### config.mk
export PLATFORM = sky130hd
export DESIGN_NAME = imem_arb
export DESIGN_NICKNAME = d
export VERILOG_FILES = /design/src/rtl/imem_arb.sv
export SDC_FILE = /design/constraint.sdc
export NUM_CORES = 1
export LEC_CHECK = 0
export CAP_MARGIN = 20
export CORE_AREA = 2 2 94 96
export CTS_BUF_LIST = sky130_fd_sc_hd__clkbuf_4
export CTS_CLUSTER_SIZE = 12
export DETAILED_ROUTE_END_ITERATION = 7
export DIE_AREA = 0 0 96 98
export GPL_ROUTABILITY_DRIVEN = 0
export PLACE_DENSITY = 0.75
export SYNTH_ARGS = -nofsm -noshare
export SYNTH_HDL_FRONTEND = slang
export SYNTH_SLANG_ARGS = --single-unit
export TNS_END_PERCENT = 100
### constraint.sdc
create_clock -name clk -period 1.2 [get_ports clk]
set_input_delay 0.24 -clock clk [delete_from_list [all_inputs] [get_ports clk]]
set_output_delay 0.24 -clock clk [all_outputs]
set_load 0.05 [all_outputs]
### src/rtl/imem_arb.sv
// Shares a single-ported, synchronous-read instruction memory between fetch and a
// debug/loader port. Debug wins by default; a consecutive-grant limit keeps fetch moving.
module imem_arb #(
  parameter int DEPTH      = 256,
  parameter int AW         = $clog2(DEPTH),
  parameter int MAX_CONSEC = 4
) (
  input  logic          clk,
  input  logic          rst_n,
  input  logic          f_req,
  input  logic [31:0]   f_addr,
  output logic          f_gnt,
  output logic          f_rvalid,
  output logic [31:0]   f_rdata,
  output logic          f_err,
  input  logic          d_req,
  input  logic          d_we,
  input  logic [31:0]   d_addr,
  input  logic [31:0]   d_wdata,
  output logic          d_gnt,
  output logic          d_rvalid,
  output logic [31:0]   d_rdata,
  output logic          d_err,
  output logic          mem_en,
  output logic          mem_we,
  output logic [AW-1:0] mem_addr,
  output logic [31:0]   mem_wdata,
  input  logic [31:0]   mem_rdata
);

  localparam int          CW  = $clog2(MAX_CONSEC + 1);
  localparam logic [31:0] NOP = 32'h0000_0013;

  // Handshake: a request is accepted in the same cycle its gnt is high; until then the
  // requester holds address/data stable. Read responses arrive exactly one cycle later.

  logic [CW-1:0] consec, consec_nx;
  logic          rd_pend, rd_owner, rd_bad;
  logic          f_act, d_act, f_bad, d_bad;
  logic          rd_take, rd_take_bad;

  // Grants are masked during reset so nothing is issued or accepted while rst_n is low.
  assign f_act = f_req & rst_n;
  assign d_act = d_req & rst_n;

  assign f_bad = (|f_addr[31:AW+2]) | (|f_addr[1:0]);
  assign d_bad = (|d_addr[31:AW+2]) | (|d_addr[1:0]);

  always_comb begin
    d_gnt = 1'b0;
    f_gnt = 1'b0;
    if (d_act && (!f_act || (consec < CW'(MAX_CONSEC)))) begin
      d_gnt = 1'b1;
    end else if (f_act) begin
      f_gnt = 1'b1;
    end
  end

  always_comb begin
    consec_nx = consec;
    if (!f_act || f_gnt) begin
      consec_nx = '0;
    end else if (d_gnt && (consec < CW'(MAX_CONSEC))) begin
      consec_nx = consec + CW'(1);
    end
  end

  always_comb begin
    mem_en    = 1'b0;
    mem_we    = 1'b0;
    mem_addr  = f_addr[AW+1:2];
    mem_wdata = d_wdata;
    if (d_gnt) begin
      mem_en   = ~d_bad;
      mem_we   = d_we & ~d_bad;
      mem_addr = d_addr[AW+1:2];
    end else if (f_gnt) begin
      mem_en   = ~f_bad;
    end
  end

  // Every granted read, good or bad, owes its requester exactly one response beat.
  assign rd_take     = f_gnt | (d_gnt & ~d_we);
  assign rd_take_bad = d_gnt ? d_bad : f_bad;

  always_ff @(posedge clk or negedge rst_n) begin
    if (!rst_n) begin
      consec   <= '0;
      rd_pend  <= 1'b0;
      rd_owner <= 1'b0;
      rd_bad   <= 1'b0;
    end else begin
      consec   <= consec_nx;
      rd_pend  <= rd_take;
      rd_owner <= d_gnt;
      rd_bad   <= rd_take_bad;
    end
  end

  assign f_rvalid = rd_pend & ~rd_owner;
  assign d_rvalid = rd_pend & rd_owner;
  assign f_err    = f_rvalid & rd_bad;
  assign f_rdata  = f_rvalid ? (rd_bad ? NOP : mem_rdata) : 32'h0;
  assign d_rdata  = d_rvalid ? (rd_bad ? NOP : mem_rdata) : 32'h0;
  // A rejected debug write is reported in its grant cycle since it never gets a beat.
  assign d_err    = (d_rvalid & rd_bad) | (d_gnt & d_we & d_bad);

endmodule

-- Word level (Yosys, flattened, before mapping)
Cells that the tools add are included.
- register bits: 6
- output and inout bits: 112
- add/subtract/negate cells: 1
- magnitude comparators: 1
- muxes and demuxes: 13
- bitwise operators: 18
- reduce and logical (&&, ||, !) cells: 10
- operators with widths (kind ; count):
    two-way mux 32 bit ; 3
    OR reduction 22 bit ; 2
    bitwise AND 1 bit ; 10
    two-way mux 8 bit ; 1
    two-way mux 1 bit ; 7
    two-way mux 3 bit ; 2
    NOT 1 bit ; 4
    OR 1 bit ; 4
    OR reduction 2 bit ; 2
    adder 3 x 1 -> 3 bit, second input constant ; 1
    less-than comparator 3 bit, second input constant ; 1
    logical AND 1 bit ; 2
    logical OR 1 bit ; 2
    nonzero test 2 bit ; 1
    logical NOT 1 bit ; 1

-- Depth between registers and ports, before layout
Gate-level depths: netlist of the first run.
- word-level depth: 8
- gate-level depth with buffers: 5

-- Worst setup path before layout of the first run
Ideal clock, no wire load.
- path type: register to output
- from: register consec[2]
- to: output mem_we
- arrival: 1.985 ns
- required time: 0.960 ns
- setup slack: -1.025 ns
- stages on the path, launching flop included: 6
- path buffers: 0
- cells stage by stage: dfrtp_1 nand2_1 nand3_1 clkinv_1 nand2_1 nor3_1
- cells in the longest elaborated chain, start to end: 5
- ends and longest elaborated chain (element ; line ; text):
    from (decl) ; 37 ; logic [CW-1:0] consec, consec_nx;
    from (signal assigned) ; 93 ; consec <= consec_nx;
    less-than comparator 3 bit ; 52 ; if (d_act && (!f_act || (consec < CW'(MAX_CONSEC)))) begin
    logical OR 1 bit ; 52 ;
    logical AND 1 bit ; 52 ;
    two-way mux 1 bit ; 52 ;
    via d_gnt ; 20 ; output logic d_gnt,
    two-way mux 1 bit ; 73 ; if (d_gnt) begin
    to (decl) ; 25 ; output logic mem_we,
The timed path passes the listed nets, and every way through them passes these cells.

-- Worst setup path after layout of the first run
- from: register consec[2]
- to: output mem_en
- cells in the longest elaborated chain, start to end: 6
- ends and longest elaborated chain (element ; line ; text):
    less-than comparator 3 bit (*) ; 52 ;
    logical OR 1 bit (*) ; 52 ;
    logical AND 1 bit (*) ; 52 ;
    two-way mux 1 bit ; 52 ;
    two-way mux 1 bit ; 77 ; end else if (f_gnt) begin
    two-way mux 1 bit (*) ; 73 ;
    to (decl) ; 24 ; output logic mem_en,
Every way passes the cells marked *; elsewhere a longest branch is shown, timed or not.

==> impl_metrics.prom, run 1 <==
# TYPE chip_impl_metric gauge
chip_impl_info{name="outcome",value="complete, but fails checks"} 1
chip_impl_info{name="failed_checks",value="negative setup slack"} 1
chip_impl_metric{name="p_per_cell_area",unit="nW/um^2"} 276
chip_impl_info{name="hold_path_class",value="in2async"} 1
chip_impl_metric{name="drt_pass1_iterations",unit=""} 4
chip_impl_metric{name="yosysSeqAreaShare",unit="%"} 13.0
chip_impl_metric{name="fin_util",unit="%"} 61.3
chip_impl_info{name="cts_root_buffer",value="sky130_fd_sc_hd__clkbuf_4"} 1
chip_impl_metric{name="clock-sinks",unit=""} 6
chip_impl_metric{name="global_route.overflow_total",unit=""} 0
chip_impl_metric{name="netlist-cell-type-count",unit=""} 21
chip_impl_metric{name="tot_pwr",unit="mW"} 1.43
chip_impl_metric{name="drtIter0Drc",unit=""} 25
chip_impl_metric{name="power.share.combinational",unit="%"} 71.4
chip_impl_metric{name="reg2reg_depth",unit=""} 5
chip_impl_info{name="most-common-layout-cells",value="sky130_fd_sc_hd__buf_12 (83), sky130_fd_sc_hd__nor2_4 (68), sky130_fd_sc_hd__clkdlybuf4s50_1 (50), sky130_fd_sc_hd__nand2_4 (27), sky130_fd_sc_hd__buf_4 (21)"} 1
chip_impl_metric{name="cts_max_level",unit=""} 1
chip_impl_metric{name="vias_in_the_first_global_route",unit=""} 2319
chip_impl_metric{name="clk_latency",unit="ns"} 0.25
chip_impl_metric{name="synthToLayoutAreaGrowth",unit="%"} 348
chip_impl_info{name="rsz_0062_raised_after_global_routing",value="true"} 1
chip_impl_metric{name="timing.max_slew.rel_slack",unit="%"} 82.9
chip_impl_metric{name="avgViaCountPerCell",unit=""} 4.22
chip_impl_metric{name="floorplan.rows",unit=""} 34
chip_impl_metric{name="routed_wirelength",unit="microns"} 8090
chip_impl_metric{name="tritoncts.num_buffers",unit=""} 3
chip_impl_metric{name="cell_internal_pwr",unit="uW"} 857
chip_impl_metric{name="final.min_clock_period",unit="ns"} 1.63
chip_impl_metric{name="switching_power",unit="uW"} 575
chip_impl_metric{name="core",unit="sq um"} 8470
chip_impl_metric{name="route.antenna.remaining_nets",unit=""} 0
chip_impl_metric{name="synth_warnings",unit=""} 0
chip_impl_metric{name="globalRouteTotalUtil",unit="%"} 16.6
chip_impl_metric{name="timing.final.ws_setup",unit="ns"} -0.431
chip_impl_metric{name="swShare",unit="%"} 40.2
chip_impl_info{name="critical_path.startpoint_type",value="flop"} 1
chip_impl_metric{name="met2_usage",unit="%"} 32.5
chip_impl_metric{name="syn-mean-instance-area",unit="sq um"} 5.43
chip_impl_metric{name="dp_slack",unit="ns"} -0.831
chip_impl_info{name="top_usage_layer",value="met2"} 1
chip_impl_metric{name="place.detailed.instances",unit=""} 492
chip_impl_metric{name="port-buffer-count",unit=""} 180
chip_impl_metric{name="globalRouteMet1Util",unit="%"} 17.2
chip_impl_metric{name="yosys_register_bits",unit=""} 6
chip_impl_metric{name="finalCritPeriodShare",unit="%"} 136
chip_impl_metric{name="chipWidth",unit="microns"} 96
chip_impl_metric{name="stdcell_count",unit=""} 510
chip_impl_metric{name="worst-path-max-fanout",unit=""} 2
chip_impl_metric{name="worst_pin_slew",unit="ns"} 0.255
chip_impl_metric{name="sequentialPowerShare",unit="%"} 14.9
chip_impl_info{name="layout.cells.most_common",value="sky130_fd_sc_hd__buf_12"} 1
chip_impl_metric{name="stdcell_area",unit="sq um"} 5190
chip_impl_metric{name="grt_first_pass_wirelength",unit="microns"} 12200
chip_impl_metric{name="clk_transition_reported_paths",unit="ns"} 0.05
chip_impl_metric{name="netlist_area",unit="sq um"} 1160
chip_impl_metric{name="proportion_of_layout_cells_with_a_drive_suffix_above_1",unit="%"} 72.9
chip_impl_metric{name="drc",unit=""} 0
chip_impl_metric{name="place.detailed.hpwl",unit="microns"} 7140
chip_impl_info{name="type_of_destination_of_the_critical_path",value="primary output"} 1
chip_impl_metric{name="cts.path.max_buffers",unit=""} 2
chip_impl_metric{name="num-nets-final",unit=""} 538
chip_impl_metric{name="setup_viol",unit=""} 81
chip_impl_metric{name="cap_violations",unit=""} 0
chip_impl_metric{name="top_level_ports",unit=""} 245
chip_impl_metric{name="setup-tns-final",unit="ns"} -30.65
chip_impl_metric{name="syn-instance-count",unit=""} 213
chip_impl_metric{name="mappedNetlistNets",unit=""} 347
chip_impl_metric{name="power.ir.vdd_worst",unit="uV"} 212
chip_impl_metric{name="grt_start_max_net_pins",unit=""} 17
chip_impl_metric{name="floorplan.die_area",unit="sq um"} 9410
chip_impl_metric{name="worst_ep_arrival_time",unit="ns"} 1.39
chip_impl_info{name="worstSetupPathType",value="reg2out"} 1
chip_impl_metric{name="required",unit="ns"} 0.96
chip_impl_metric{name="finClkSkew",unit="ns"} 0.00136
chip_impl_metric{name="die_h",unit="microns"} 98
chip_impl_metric{name="route.vias.total",unit=""} 2151
chip_impl_metric{name="num_antenna_cells",unit=""} 0
chip_impl_metric{name="grtUsageMet3",unit="%"} 4.24
chip_impl_metric{name="antenna_found_initial",unit=""} 0
chip_impl_metric{name="wire_per_inst",unit="microns"} 15.9
chip_impl_metric{name="timing.final.max_slew_violations",unit=""} 0
chip_impl_metric{name="finalHoldViolations",unit=""} 0
chip_impl_metric{name="final.hold.worst_slack",unit="ns"} 0.0566
chip_impl_metric{name="cell_area_placed",unit="sq um"} 4690
chip_impl_info{name="cts_tree",value="done"} 1
chip_impl_metric{name="max_clock_freq",unit="MHz"} 613
chip_impl_metric{name="effective_utilization_at_floorplan",unit="%"} 13.7
chip_impl_metric{name="power.share.clock",unit="%"} 13.7
chip_impl_metric{name="power.leakage",unit="nW"} 2.01
power groups by stage:
| stage | Clock [mW] | Sequential, mW | Combinational, mW |
|---|---|---|---|
| after floorplan | 0 | 0.216 | 0.656 |
| after detailed placement | 0 | 0.217 | 0.979 |
| final | 0.196 | 0.214 | 1.02 |
| after global placement | 0 | 0.217 | 0.968 |
| after global routing | 0.200 | 0.215 | 1.07 |
| after CTS | 0.201 | 0.214 | 1.00 |
Yosys cell counts, drive strengths merged:
cell,count,area share (%)
nor3,3,1.7
a21o,1,0.65
nor2b,3,1.6
dfrtp,6,13
a21oi,2,0.86
o22ai,1,0.54
buf,36,22
nor4,12,8.6
nand2b,2,1.1
nand2,59,19
nand4,2,1.1
nor2,71,23
clkbuf,7,2.3
and2,2,1.1
inv,3,0.97
clkinv,1,0.32
ha,1,1.1
nand3,1,0.43
area by class of cell:
type                            instances  area, sq um
Timing Repair Buffer                  229         3090
Sequential cell                         6          150
Multi-Input combinational cell        160         1760
Tap cell                              108          135
Fill cell                             668         3280
Inverter                                4         28.8
Clock buffer                            3         22.5
final timing paths:
| check | slack, ns | to | from |
|---|---|---|---|
| max | -0.43 | mem_en | consec[2] |
| max in group asynchronous | 1.04 | rd_owner | rst_n |
| min reg2reg | 0.44 | consec[0] | consec[0] |
| min in group clk | 0.44 | consec[0] | consec[0] |
| max reg2reg | 0.03 | consec[2] | consec[2] |
| min | 0.06 | consec[2] | rst_n |
what timing repair did:
item | 4_1_cts | 5_1_grt
buffers inserted | 10 | 2
endpoints found under the setup margin | 83 | 81
pin swaps | 48 | 19
cloned | 2 | 1
resized for setup | 148 | 33
hold buffers | 0 | 0
endpoints found under the hold margin | 0 | 0
metal layers:
| layer | vias up | share of wire, % | routed length [microns] |
|---|---|---|---|
| li1 | 1023 | - | - |
| met1 | 965 | 32 | 2600 |
| met2 | 156 | 56 | 4560 |
| met3 | 7 | 10 | 835 |
| met4 | 0 | 1.2 | 93 |
| met5 | - | 0 | 0 |
kinds of logic (layout without fill, tap and decap cells):
family,after synthesis,count (layout),share of synthesized area [%]
AND/OR/NAND/NOR,155,155,57.8
buffers and inverters,47,236,26.1
flip-flops,6,6,13.0
AO/OA/AOI/OAI,4,4,2.05
adder cells (fa/ha/maj),1,1,1.08
sequential cells by signal, summed over array words and instances (netlist names):
| name | count |
|---|---|
| rd_pend | 1 |
| rd_owner | 1 |
| consec | 3 |
| rd_bad | 1 |
critical path: stages, from the launching register on:
cell and delay [ns]:
sky130_fd_sc_hd__dfrtp_1 0.39, sky130_fd_sc_hd__buf_4 0.14, sky130_fd_sc_hd__nand2b_4 0.13, sky130_fd_sc_hd__nor2b_4 0.12, sky130_fd_sc_hd__a21o_4 0.20, sky130_fd_sc_hd__buf_12 0.14
Note: power is estimated with default switching activity, not from simulation.
==> inputs of run 2 (changes only) <==
- SETUP_SLACK_MARGIN: unset -> 0.2
- SLEW_MARGIN: unset -> 30
==> impl_metrics.prom, run 2 (synthesis results as in run 1) <==
# TYPE chip_impl_metric gauge
chip_impl_info{name="layout.cells.most_common",value="sky130_fd_sc_hd__buf_12"} 1
chip_impl_metric{name="proportion_of_layout_cells_with_a_drive_suffix_above_1",unit="%"} 78.5
chip_impl_metric{name="swShare",unit="%"} 39.5
chip_impl_info{name="hold_path_class",value="in2async"} 1
chip_impl_metric{name="num-nets-final",unit=""} 540
chip_impl_metric{name="vias_in_the_first_global_route",unit=""} 2468
chip_impl_metric{name="avgViaCountPerCell",unit=""} 4.23
chip_impl_metric{name="synthToLayoutAreaGrowth",unit="%"} 362
chip_impl_metric{name="stdcell_count",unit=""} 512
chip_impl_metric{name="largest_reg_flops",unit=""} 3
chip_impl_metric{name="clk_latency",unit="ns"} 0.25
chip_impl_metric{name="timing.max_slew.rel_slack",unit="%"} 84.0
chip_impl_metric{name="route.vias.total",unit=""} 2168
chip_impl_info{name="cts_tree",value="done"} 1
chip_impl_metric{name="clock-sinks",unit=""} 6
chip_impl_metric{name="worst-path-max-fanout",unit=""} 5
chip_impl_metric{name="route.antenna.remaining_nets",unit=""} 0
chip_impl_metric{name="clk_transition_reported_paths",unit="ns"} 0.05
chip_impl_metric{name="tritoncts.num_buffers",unit=""} 3
chip_impl_metric{name="routed_wirelength",unit="microns"} 8470
chip_impl_metric{name="power.share.clock",unit="%"} 12.7
chip_impl_metric{name="cell_area_placed",unit="sq um"} 4730
chip_impl_info{name="cts_root_buffer",value="sky130_fd_sc_hd__clkbuf_4"} 1
chip_impl_metric{name="cts_hold_buffers",unit=""} 0
chip_impl_info{name="crit_chain",value="inv_4 -> buf_12 -> buf_12 -> nand2_8 -> nor2_4 -> buf_12"} 1
chip_impl_metric{name="top_level_ports",unit=""} 245
chip_impl_info{name="crit_path_frequent_cell",value="sky130_fd_sc_hd__buf_12"} 1
chip_impl_info{name="most-common-layout-cells",value="sky130_fd_sc_hd__buf_12 (88), sky130_fd_sc_hd__nor2_4 (69), sky130_fd_sc_hd__clkdlybuf4s50_1 (49), sky130_fd_sc_hd__buf_6 (28), sky130_fd_sc_hd__nand2_4 (25)"} 1
chip_impl_metric{name="floorplan.rows",unit=""} 34
chip_impl_metric{name="drtIter0Drc",unit=""} 17
chip_impl_metric{name="timing.final.ws_setup",unit="ns"} -0.418
chip_impl_metric{name="effective_utilization_at_floorplan",unit="%"} 13.7
chip_impl_metric{name="cts.path.max_buffers",unit=""} 2
chip_impl_metric{name="finalCritPeriodShare",unit="%"} 135
chip_impl_info{name="timing.critical_path.slowest_stage_cell",value="sky130_fd_sc_hd__dfrtp_1"} 1
chip_impl_metric{name="cap_violations",unit=""} 0
chip_impl_metric{name="power.leakage",unit="nW"} 2.03
chip_impl_metric{name="power.ir.vdd_worst",unit="uV"} 211
chip_impl_metric{name="area.sequential",unit="sq um"} 151
chip_impl_metric{name="place.detailed.hpwl",unit="microns"} 6940
chip_impl_metric{name="setup_viol",unit=""} 81
chip_impl_info{name="failed_checks",value="negative setup slack"} 1
chip_impl_metric{name="grt_start_max_net_pins",unit=""} 14
chip_impl_metric{name="critical_path.max_stage_delay",unit="ns"} 0.40
chip_impl_metric{name="finClkSkew",unit="ns"} 0.00690
chip_impl_metric{name="power.share.combinational",unit="%"} 72.4
chip_impl_metric{name="switching_power",unit="uW"} 572
chip_impl_metric{name="wire_per_inst",unit="microns"} 16.5
chip_impl_metric{name="max_clock_freq",unit="MHz"} 618
chip_impl_metric{name="fin_util",unit="%"} 63.2
chip_impl_metric{name="cell_internal_pwr",unit="uW"} 875
chip_impl_info{name="regMostFlops",value="consec"} 1
chip_impl_metric{name="required",unit="ns"} 0.96
chip_impl_metric{name="footprint_of_the_multi_input_gates",unit="sq um"} 1850
chip_impl_metric{name="die_h",unit="microns"} 98
chip_impl_info{name="worstSetupPathType",value="reg2out"} 1
chip_impl_metric{name="final.min_clock_period",unit="ns"} 1.62
chip_impl_metric{name="port-buffer-count",unit=""} 180
chip_impl_metric{name="drt_pass1_iterations",unit=""} 4
chip_impl_metric{name="core",unit="sq um"} 8470
chip_impl_metric{name="cts_max_level",unit=""} 1
chip_impl_metric{name="place.detailed.instances",unit=""} 487
chip_impl_metric{name="worst_pin_slew",unit="ns"} 0.238
chip_impl_info{name="rsz_0062_raised_after_global_routing",value="true"} 1
chip_impl_metric{name="worst_ep_arrival_time",unit="ns"} 1.38
chip_impl_metric{name="stdcell_area",unit="sq um"} 5350
chip_impl_metric{name="grt_first_pass_wirelength",unit="microns"} 12900
chip_impl_info{name="critical_path.startpoint_type",value="flop"} 1
chip_impl_metric{name="globalRouteTotalUtil",unit="%"} 17.4
chip_impl_metric{name="num_antenna_cells",unit=""} 0
chip_impl_metric{name="finalHoldViolations",unit=""} 0
chip_impl_metric{name="chipWidth",unit="microns"} 96
chip_impl_metric{name="global_route.overflow_total",unit=""} 0
chip_impl_metric{name="floorplan.die_area",unit="sq um"} 9410
chip_impl_metric{name="fillers",unit=""} 638
chip_impl_metric{name="timing.final.max_slew_violations",unit=""} 0
chip_impl_metric{name="drc",unit=""} 0
chip_impl_metric{name="sequentialPowerShare",unit="%"} 14.9
chip_impl_metric{name="p_per_cell_area",unit="nW/um^2"} 271
chip_impl_metric{name="antenna_found_initial",unit=""} 0
chip_impl_info{name="type_of_destination_of_the_critical_path",value="primary output"} 1
chip_impl_info{name="outcome",value="complete, but fails checks"} 1
run 2: changes by cell type in the layout (fill, tap and decap cells not counted), sizes merged:
cell           change
clkdlybuf4s15      -5
dlygate4sd2       -13
buf               +25
clkbuf             +1
clkdlybuf4s50      -1
dlymetal6s2s       -5
run 2: path summary, 6_finish.rpt:
| kind | start | slack [ns] | depth (start not counted) | endpoint |
|---|---|---|---|---|
| hold / removal | rst_n | 0.11 | 2 | rd_bad |
| max in group asynchronous | rst_n | 0.96 | 2 | rd_pend |
| min in group clk | consec[0] | 0.43 | 1 | consec[0] |
| setup / recovery | rd_bad | -0.42 | 6 | f_rdata[20] |
| setup reg to reg | consec[2] | 0.08 | 5 | rd_bad |
| hold reg to reg | consec[0] | 0.43 | 1 | consec[0] |
run 2: per-stage QoR:
stage                     power, mW  TNS [ns]  hold WS [ns]  worst slack [ns]
after floorplan               0.872    -10.33       -0.0556            -0.261
after global placement         1.19    -21.75         0.428            -0.858
after detailed placement       1.20    -21.89         0.431            -0.867
after CTS                      1.44    -30.29         0.106            -0.445
after global routing           1.51    -33.68         0.137            -0.471
final                          1.45    -29.36         0.113            -0.418
run 2: final cells by class:
cell class	instances	share of cell area, %
Multi-Input combinational cell	160	34.5
Sequential cell	6	2.83
Clock buffer	3	0.421
Inverter	4	0.538
Tap cell	108	2.53
Timing Repair Buffer	231	59.2
run 2: routing by layer:
layer / track usage, % / up-vias / share of wire, %
li1: - / 1028 / -
met3: 4.55 / 6 / 10
met1: 16.1 / 993 / 29
met4: 3.41 / 0 / 1.0
met5: 0 / - / 0
met2: 36.1 / 141 / 60
run 2: power by group through the flow:
stage | Combinational, mW | Clock, mW | Sequential [mW]
finish | 1.05 | 0.184 | 0.215
global placement | 0.971 | 0 | 0.217
floorplan | 0.657 | 0 | 0.216
global route | 1.10 | 0.196 | 0.216
CTS | 1.03 | 0.189 | 0.215
detailed placement | 0.979 | 0 | 0.217
run 2: repair_timing:
| item | CTS | global route |
|---|---|---|
| pin swaps | 43 | 39 |
| endpoints found under the setup margin | 86 | 84 |
| buffers inserted | 14 | 3 |
| cloned | 4 | 1 |
| resized for setup | 241 | 17 |
| endpoints found under the hold margin | 0 | 0 |
run 2: worst max-delay path, delay by kind of cell, from the launching register on:
family	cells	cell delay (ns)
buf+inv	4	0.51
flops	1	0.40
simple gates	2	0.21
